**src/rtl/modn_cascade_counter.sv**
```systemverilog
// modn_cascade_counter
//   Parametrised multi-digit modulo up/down counter built from DIGITS
//   cascaded digits of DIGIT_W bits each. Digit 0 is least significant.
//   A modulus of ten per digit yields a BCD counter.
//   Optional saturating behaviour is selected by the MODN_SAT_EN macro,
//   which adds the sat_mode port.

module modn_cascade_counter #(
  parameter int DIGIT_W = 4,
  parameter int MOD     = 10,
  parameter int DIGITS  = 2
) (
  input  logic                      clk,
  input  logic                      rst,
  input  logic                      en,
  input  logic                      up_dn,
  input  logic                      load,
  input  logic [DIGITS*DIGIT_W-1:0] load_val,
`ifdef MODN_SAT_EN
  input  logic                      sat_mode,
`endif
  output logic [DIGITS*DIGIT_W-1:0] q,
  output logic                      tc,
  output logic                      wrap
);

  generate
    if (MOD < 2 || MOD > (1 << DIGIT_W) || DIGITS < 1) begin : g_bad_cfg
      $error("modn_cascade_counter: illegal parameters (MOD=%0d DIGIT_W=%0d DIGITS=%0d)",
             MOD, DIGIT_W, DIGITS);
    end
  endgenerate

  localparam logic [DIGIT_W-1:0] MAX_D = DIGIT_W'(MOD - 1);

  logic                      all_max;
  logic                      all_zero;
  logic                      hold;
  logic [DIGITS*DIGIT_W-1:0] step_q;
  logic [DIGITS*DIGIT_W-1:0] load_q;
  logic [DIGIT_W-1:0]        cur_d;
  logic [DIGIT_W-1:0]        ld_d;
  logic                      run;

  // Terminal-value detection across all digits.
  always_comb begin
    all_max  = 1'b1;
    all_zero = 1'b1;
    for (int unsigned i = 0; i < DIGITS; i++) begin
      all_max  = all_max  & (q[i*DIGIT_W +: DIGIT_W] == MAX_D);
      all_zero = all_zero & (q[i*DIGIT_W +: DIGIT_W] == '0);
    end
  end

  assign tc = en & (up_dn ? all_max : all_zero);

`ifdef MODN_SAT_EN
  assign hold = sat_mode & tc;
`else
  assign hold = 1'b0;
`endif

  // Ripple carry/borrow chain: a digit steps only while every lower digit
  // sits at its rollover value for the current direction.
  always_comb begin
    step_q = q;
    run    = 1'b1;
    cur_d  = '0;
    for (int unsigned i = 0; i < DIGITS; i++) begin
      cur_d = q[i*DIGIT_W +: DIGIT_W];
      if (run) begin
        if (up_dn)
          step_q[i*DIGIT_W +: DIGIT_W] = (cur_d == MAX_D) ? '0 : cur_d + DIGIT_W'(1);
        else
          step_q[i*DIGIT_W +: DIGIT_W] = (cur_d == '0) ? MAX_D : cur_d - DIGIT_W'(1);
      end
      run = run & (up_dn ? (cur_d == MAX_D) : (cur_d == '0));
    end
  end

  // Per-digit clamp of the load value so no digit can reach the modulus or above.
  always_comb begin
    load_q = '0;
    ld_d   = '0;
    for (int unsigned i = 0; i < DIGITS; i++) begin
      ld_d = load_val[i*DIGIT_W +: DIGIT_W];
      load_q[i*DIGIT_W +: DIGIT_W] = (ld_d > MAX_D) ? MAX_D : ld_d;
    end
  end

  always_ff @(posedge clk) begin
    if (rst) begin
      q    <= '0;
      wrap <= 1'b0;
    end else if (load) begin
      q    <= load_q;
      wrap <= 1'b0;
    end else if (en && !hold) begin
      q    <= step_q;
      wrap <= tc;
    end else begin
      wrap <= 1'b0;
    end
  end

endmodule
```
**config.mk**
```make
export PLATFORM = sky130hd
export DESIGN_NAME = modn_cascade_counter
export DESIGN_NICKNAME = d
export VERILOG_FILES = /design/src/rtl/modn_cascade_counter.sv
export SDC_FILE = /design/constraint.sdc
export NUM_CORES = 1
export LEC_CHECK = 0
export ABC_AREA = 1
export CORE_AREA = 2 2 50 47
export DETAILED_ROUTE_END_ITERATION = 6
export DIE_AREA = 0 0 52 49
export DONT_BUFFER_PORTS = 1
export GPL_TIMING_DRIVEN = 0
export PLACE_DENSITY = 0.59
export SLEW_MARGIN = 20
export SYNTH_ARGS = -nofsm -noshare
export SYNTH_HDL_FRONTEND = slang
export SYNTH_SLANG_ARGS = --single-unit
```
**constraint.sdc**
```tcl
create_clock -name clk -period 1.26 [get_ports clk]
set_input_delay 0.126 -clock clk [delete_from_list [all_inputs] [get_ports clk]]
set_output_delay 0.126 -clock clk [all_outputs]
set_load 0.03 [all_outputs]
```
==> flow_summary.json, run 1 <==
{
  "ctsRootBufferMaster": "clkbuf_4",
  "cts_tree": "yes",
  "ys_types": 19,
  "drtAntennaViolNets": 0,
  "synth-warning-count": 0,
  "yosysTopAreaCell": "dfxtp_1",
  "area_growth_pct": 25.4,
  "yosysSeqAreaShare_pct": 23.3,
  "port_buffers": 0,
  "powerDensity_mw_per_mm2": 987,
  "slew_headroom_pct": 79.9,
  "rsz0062_at_grt": "yes",
  "grt-ovfl-total": 0,
  "whs_path_depth": 3,
  "crit_arrival_ns": 1.45,
  "crit_path_end_kind": "primary output",
  "worstPathMaxFanout": 5,
  "h-tree-depth": 1,
  "crit_path_cell_trace": "nor2_4 -> nand3_2 -> or2_1 -> nand2_2 -> nand2_4 -> inv_4",
  "startpoint_type": "flip-flop",
  "fin_area_um2": 971,
  "final_net_count": 160,
  "pin_count": 23,
  "setup_ws_ns": -0.316,
  "fillCellCount": 227,
  "antenna_found_initial": 0,
  "slew_violations": 0,
  "core_mm2": 0.00206,
  "timing.final.hold_violations": 0,
  "grt_max_degree": 10,
  "holdCritPathClass": "primary input to flip-flop",
  "cts_num_sinks": 9,
  "insertion_delay_ns": 0.27,
  "vdd_drop_max_uv": 509,
  "ys_top_cells_by_area": "dfxtp_1, nand2_1, a21oi_1",
  "crit_start": "q[1]",
  "die_height_um": 49,
  "outcome": "complete, but fails checks",
  "globalRouteTotalUtil_pct": 18.0,
  "critPathKind": "flip-flop to primary output",
  "wl_mm": 2.04,
  "skew_ns": 0.00651,
  "vias": 926,
  "fin_crit_ns": 1.58,
  "setup_viol": 6,
  "grt_pass1_vias": 816,
  "syn_area_um2": 774,
  "violations": "setup timing",
  "synthCells": 136,
  "min_from": "en",
  "final_common_cell": "nand2_1",
  "start_util_pct": 37.6,
  "synth_top_cell_area_share_pct": 23.3,
  "layout-drive-gt1-share_pct": 30.1,
  "crit_cells": 6,
  "globalplace.congestion": 0.794,
  "wl_per_cell_um": 11.8,
  "row_count": 16,
  "cp.required_ns": 1.13,
  "path_buf_inv": 1,
  "syn-num-nets": 149,
  "maxCapViolations": 0,
  "post_drt_via_cell_ratio": 5.35,
  "first_pass_iters": 4,
  "remaining_drc_errors": 0,
  "fmax_mhz": 634,
  "rr_worst_depth": 10,
  "p_leak_nw": 0.443,
  "fp.dieArea_mm2": 0.00255,
  "crit_path_top_delay_cell": "dfxtp_4",
  "placed_area_um2": 828,
  "drt_iter0_drc": 24,
  "slowest_delay_ns": 0.40,
  "grt_pass1_wl_mm": 3.51,
  "avgSynthCellArea_um2": 5.69,
  "die_w_um": 52,
  "r2r-start": "q[3]",
  "layout_common_cells": "nand2_1, nor2_1, a21oi_1, nand3_1",
  "diodes": 0,
  "cts_max_path_buffers": 2,
  "worst_pin_slew_ns": 0.301,
  "synth_seq_cells": 9,
  "fin_crit_sh_pct": 125,
  "cp_top_family": "simple AND/OR/NAND/NOR gates",
  "power_w": 0.000958,
  "clkTransAtPathRegs_ns": 0.06,
  "dp_hpwl_mm": 1.46,
  "cts_buffers": 3
}
## repair_timing
action                     CTS  global route
gates resized for setup     16             6
setup endpoints to repair    5             7
pin swaps                    5             9
hold buffers                 1             0
buffers inserted             4             2
hold endpoints to repair     2             0
## synthesized netlist by cell type, drive strengths merged
| cell type | n |
|---|---|
| nand2 | 45 |
| nor2 | 23 |
| a21oi | 15 |
| nand3 | 15 |
| inv | 14 |
| dfxtp | 9 |
| o21ai | 5 |
| nand4 | 3 |
| buf | 2 |
| or2 | 2 |
| nand3b | 1 |
| o21a | 1 |
| o31ai | 1 |
## per-layer routing
layer | part of all wire [%] | up-vias | GRT usage, % | wire, um
li1 | - | 465 | - | -
met2 | 48 | 21 | 28.1 | 971
met3 | 4.4 | 5 | 3.37 | 89
met4 | 1.4 | 0 | 6.58 | 28
met5 | 0 | - | 0 | 0
met1 | 47 | 435 | 24.5 | 948
## path summary, 6_finish.rpt
kind	to	slack (ns)
setup / recovery	tc	-0.32
hold / removal	q[0]	0.03
setup reg to reg	q[5]	-0.15
hold reg to reg	q[0]	0.59
## sequential cells by signal, indices dropped and copies added (netlist names)
| name | count |
|---|---|
| q | 8 |
| wrap | 1 |
## metrics by stage
| stage | hold WS, ns | utilization [%] | setup slack (ns) | cells | TNS, ns |
|---|---|---|---|---|---|
| after floorplan | 0.185 | - | 0.00166 | 136 | 0 |
| after global placement | 0.187 | 40.2 | -0.131 | 163 | -0.187 |
| after detailed placement | 0.189 | 40.2 | -0.147 | 163 | -0.288 |
| after CTS | 0.0261 | 45.9 | -0.308 | 172 | -0.386 |
| after global routing | 0.0343 | 47.1 | -0.382 | 173 | -1.50 |
| final | 0.0337 | 47.1 | -0.316 | 173 | -0.902 |
## logic make-up (layout without fill, tap and decap cells)
group           after synthesis  after routing  synth area share, %
simple gates                 89             89                 53.5
compound gates               22             22                 14.9
buf+inv                      16             26                 8.40
flops                         9              9                 23.3
## final cells by class
class                   instances  area, um2  area share [%]
multi-input cells             111        579            59.7
flip-flops and latches          9        205            21.1
inverters                      14       62.6            6.44
repair buffers                  6       51.3            5.28
well taps                      27       33.8            3.48
clock buffers                   4       26.3            2.71
plain buffers                   2       12.5            1.29
## report_power, final
| part | internal [W] | switching, W |
|---|---|---|
| Combinational | 0.000120 | 0.000181 |
| Clock | 0.000122 | 0.000109 |
| Sequential | 0.000314 | 0.000111 |
| Total | 0.000557 | 0.000401 |
## tightest hold or removal path, delay by kind of cell
kind / cells / cell delay, ns
AO/OA/AOI/OAI: 1 / 0.05
AND/OR/NAND/NOR: 2 / 0.08
Note: power is estimated with default switching activity, not from simulation.
==> inputs of run 2 (changes only) <==
Settings changed: ABC_AREA 1 to not set, CORE_AREA 2 2 50 47 to 2 2 49 46, DIE_AREA 0 0 52 49 to 0 0 51 48, PLACE_DENSITY 0.59 to 0.58.
==> run 2 against run 1 <==
  * The run still ends with setup timing left
  * Clock power is essentially flat
  * Flip-flop and latch count is the same
  * Global-route usage rose by 0.75 points
  * Combinational power increased by 3%
  * Critical path depth shrank 1
  * Register-to-register slack got worse by 0.27 ns
  * First-iteration DRC count down 29%
  * Final cell count fell by 23%
  * Critical path type is now flip-flop to flip-flop
  * Critical endpoint is now q[6]
  * Largest cell class unchanged
  * Highest routed layer unchanged
==> flow_summary.json, run 2 <==
{
  "p_leak_nw": 0.385,
  "fin_crit_sh_pct": 133,
  "syn_area_um2": 732,
  "fin_crit_ns": 1.68,
  "fmax_mhz": 595,
  "ys_async_sr_fraction_pct": 0,
  "cts_tree": "yes",
  "grt_pass1_wl_mm": 3.31,
  "grt-ovfl-total": 0,
  "die_height_um": 48,
  "wl_per_cell_um": 15.6,
  "synth-edff-count": 0,
  "diodes": 0,
  "synth_top_family_by_area": "compound AO/OA/AOI/OAI gates",
  "p_sw_share_pct": 37.0,
  "crit_arrival_ns": 1.83,
  "placed_area_um2": 827,
  "timing.final.hold_violations": 0,
  "ys_top_cells_by_area": "dfxtp_1, nor2_1, o21ai_0",
  "comb_power_share_pct": 33.9,
  "largest_register": "q",
  "grt_pass1_vias": 729,
  "drtAntennaViolNets": 0,
  "synthCells": 96,
  "dr.max_layer_used": "met4",
  "startpoint_type": "flip-flop",
  "min_to": "q[1]",
  "setup_ws_ns": -0.421,
  "insertion_delay_ns": 0.27,
  "pin_count": 23,
  "final_common_cell": "buf_6",
  "synth_mux_area_share_pct": 1.37,
  "rr_worst_depth": 5,
  "final_net_count": 123,
  "rsz0062_at_grt": "yes",
  "vias": 798,
  "cp.required_ns": 1.41,
  "cts_buffers": 3,
  "hold_buffers": 0,
  "row_count": 15,
  "fin_area_mm2": 0.00105,
  "avgSynthCellArea_um2": 7.62,
  "p_sw_w": 0.000340,
  "clkTransAtPathRegs_ns": 0.08,
  "reg.largest.list": "q: 8 flops, wrap: 1 flops",
  "first_pass_iters": 4,
  "h-tree-depth": 1,
  "wl_met2_um": 982,
  "pre_cts_ws_ns": -0.462,
  "cts_num_sinks": 9,
  "yosys.area_share.simple_pct": 25.8,
  "core_mm2": 0.00190,
  "die_w_um": 51,
  "power_frac_seq_pct": 40.7,
  "holdWs_ns": 0.0145,
  "violations": "setup timing",
  "powerDensity_mw_per_mm2": 878,
  "setup_viol": 9,
  "globalplace.congestion": 0.751,
  "synth_fa_ha_area_share_pct": 0,
  "synth_top_cell_area_share_pct": 24.6,
  "synth-xor-area-share_pct": 7.18,
  "ys_types": 38,
  "syn-num-nets": 109,
  "skew_ns": 0.0134,
  "synth_compound_area_share_pct": 29.9,
  "holdCritPathClass": "primary input to flip-flop",
  "dp_hpwl_mm": 1.32,
  "yosysTopAreaCell": "dfxtp_1",
  "min_from": "load_val[1]",
  "ctsRootBufferMaster": "clkbuf_4",
  "layout_common_cells": "buf_6, nor2_1, dfxtp_4, inv_1",
  "vdd_drop_max_uv": 703,
  "wl_met3_um": 179,
  "synthTopCellsByCount": "dfxtp_1, nor2_1, inv_1",
  "r2r_slack_ns": -0.42,
  "post_drt_via_cell_ratio": 5.96,
  "r2r-start": "q[6]",
  "synth-warning-count": 0,
  "synth_seq_cells": 9,
  "r2r-end": "q[6]",
  "crit_path_end_kind": "flip-flop",
  "area_growth_pct": 43.1,
  "grt_max_degree": 11,
  "start_util_pct": 38.6,
  "largest_reg_flops": 8,
  "slew_headroom_pct": 65.8,
  "layout-drive-gt1-share_pct": 41.3,
  "worstPathMaxFanout": 2,
  "synth_flop_cell": "dfxtp_1",
  "final_util_pct": 55.2,
  "antenna_found_initial": 0,
  "drt_iter0_drc": 17,
  "maxCapViolations": 0,
  "power_frac_clock_pct": 25.4,
  "wl_mm": 2.09,
  "wl_met1_um": 919,
  "yosysSeqAreaShare_pct": 24.6,
  "whs_path_depth": 2,
  "slew_violations": 0,
  "internal_power_w": 0.000579,
  "outcome": "complete, but fails checks",
  "globalRouteTotalUtil_pct": 18.8,
  "fp.dieArea_mm2": 0.00245,
  "remaining_drc_errors": 0,
  "critPathKind": "flip-flop to flip-flop",
  "port_buffers": 0,
  "power_w": 0.000920,
  "worst_pin_slew_ns": 0.513,
  "cts_max_path_buffers": 2
}
## run 2: cell count changes in the layout (fill, tap and decap cells not counted), moves of 3 or more
cell,change
nand2_4,-3
nand2_1,-36
a21oi_1,-10
inv_4,-4
inv_2,-4
nor2_4,-5
buf_6,+8
nand3_1,-10
nor2_1,-8
a31oi_1,+3
and3_1,+3
a311oi_1,+3
## run 2: timing repair
item,CTS,global route
setup buffers,9,0
pin swaps,12,6
resized for setup,16,9
setup endpoints to repair,9,10
## run 2: worst max path at each step
stage / startpoint / to / slack, ns / depth (start not counted)
floorplan: q[6] / q[6] / -0.41 / 5
global placement: q[6] / q[6] / -0.47 / 5
detailed placement: q[6] / q[6] / -0.46 / 5
CTS: q[6] / q[6] / -0.43 / 5
global route: q[6] / q[6] / -0.47 / 5
finish: q[6] / q[6] / -0.42 / 5
## run 2: critical path, stage by stage, from the launching register on
cell and delay (ns):
dfxtp_4 0.38, buf_6 0.12, or4b_1 0.49, a21o_1 0.17, a2111o_1 0.35, o311ai_1 0.07
## run 2: power by group through the flow
stage	combinational, W	clock (W)	sequential (W)
global placement	0.000211	0	0.000381
detailed placement	0.000210	0	0.000381
floorplan	0.000181	0	0.000374
CTS	0.000278	0.000246	0.000375
global route	0.000336	0.000259	0.000379
finish	0.000312	0.000234	0.000374
## run 2: cells by family after synthesis
kind of cell,count (synthesis)
xor gates and xnor gates,6
DFF,9
buffers and inverters,16
muxes,1
AOI/OAI and AO/OA,31
and+or+nand+nor,33
## run 2: cell type report
class	count	area (um2)
well taps	25	31.3
fillers	180	848
repair buffers	9	82.6
multi-input cells	71	596
plain buffers	9	73.8
clock inverters	1	5.00
flip-flops and latches	9	210
clock buffers	3	22.5
inverters	7	26.3
## run 2: per-layer routing
layer | track usage [%] | vias to the layer above
met4 | 4.86 | 0
met3 | 8.44 | 2
li1 | - | 385
met5 | 0 | -
met1 | 22.9 | 378
met2 | 30.6 | 33
## run 2: stage by stage
| step | instances | setup TNS (ns) |
|---|---|---|
| 3_3_place_gp | 121 | -1.62 |
| 6_report | 134 | -1.81 |
| 3_5_place_dp | 121 | -1.55 |
| 2_1_floorplan | 96 | -1.04 |
| 4_1_cts | 134 | -1.88 |
| 5_1_grt | 134 | -2.41 |
==> inputs of run 3 (changes only) <==
Settings changed: ABC_CLOCK_PERIOD_IN_PS set to 1260.
==> results of run 3 <==
Same layout as run 2: the final DEF is identical, and so are final timing and power.
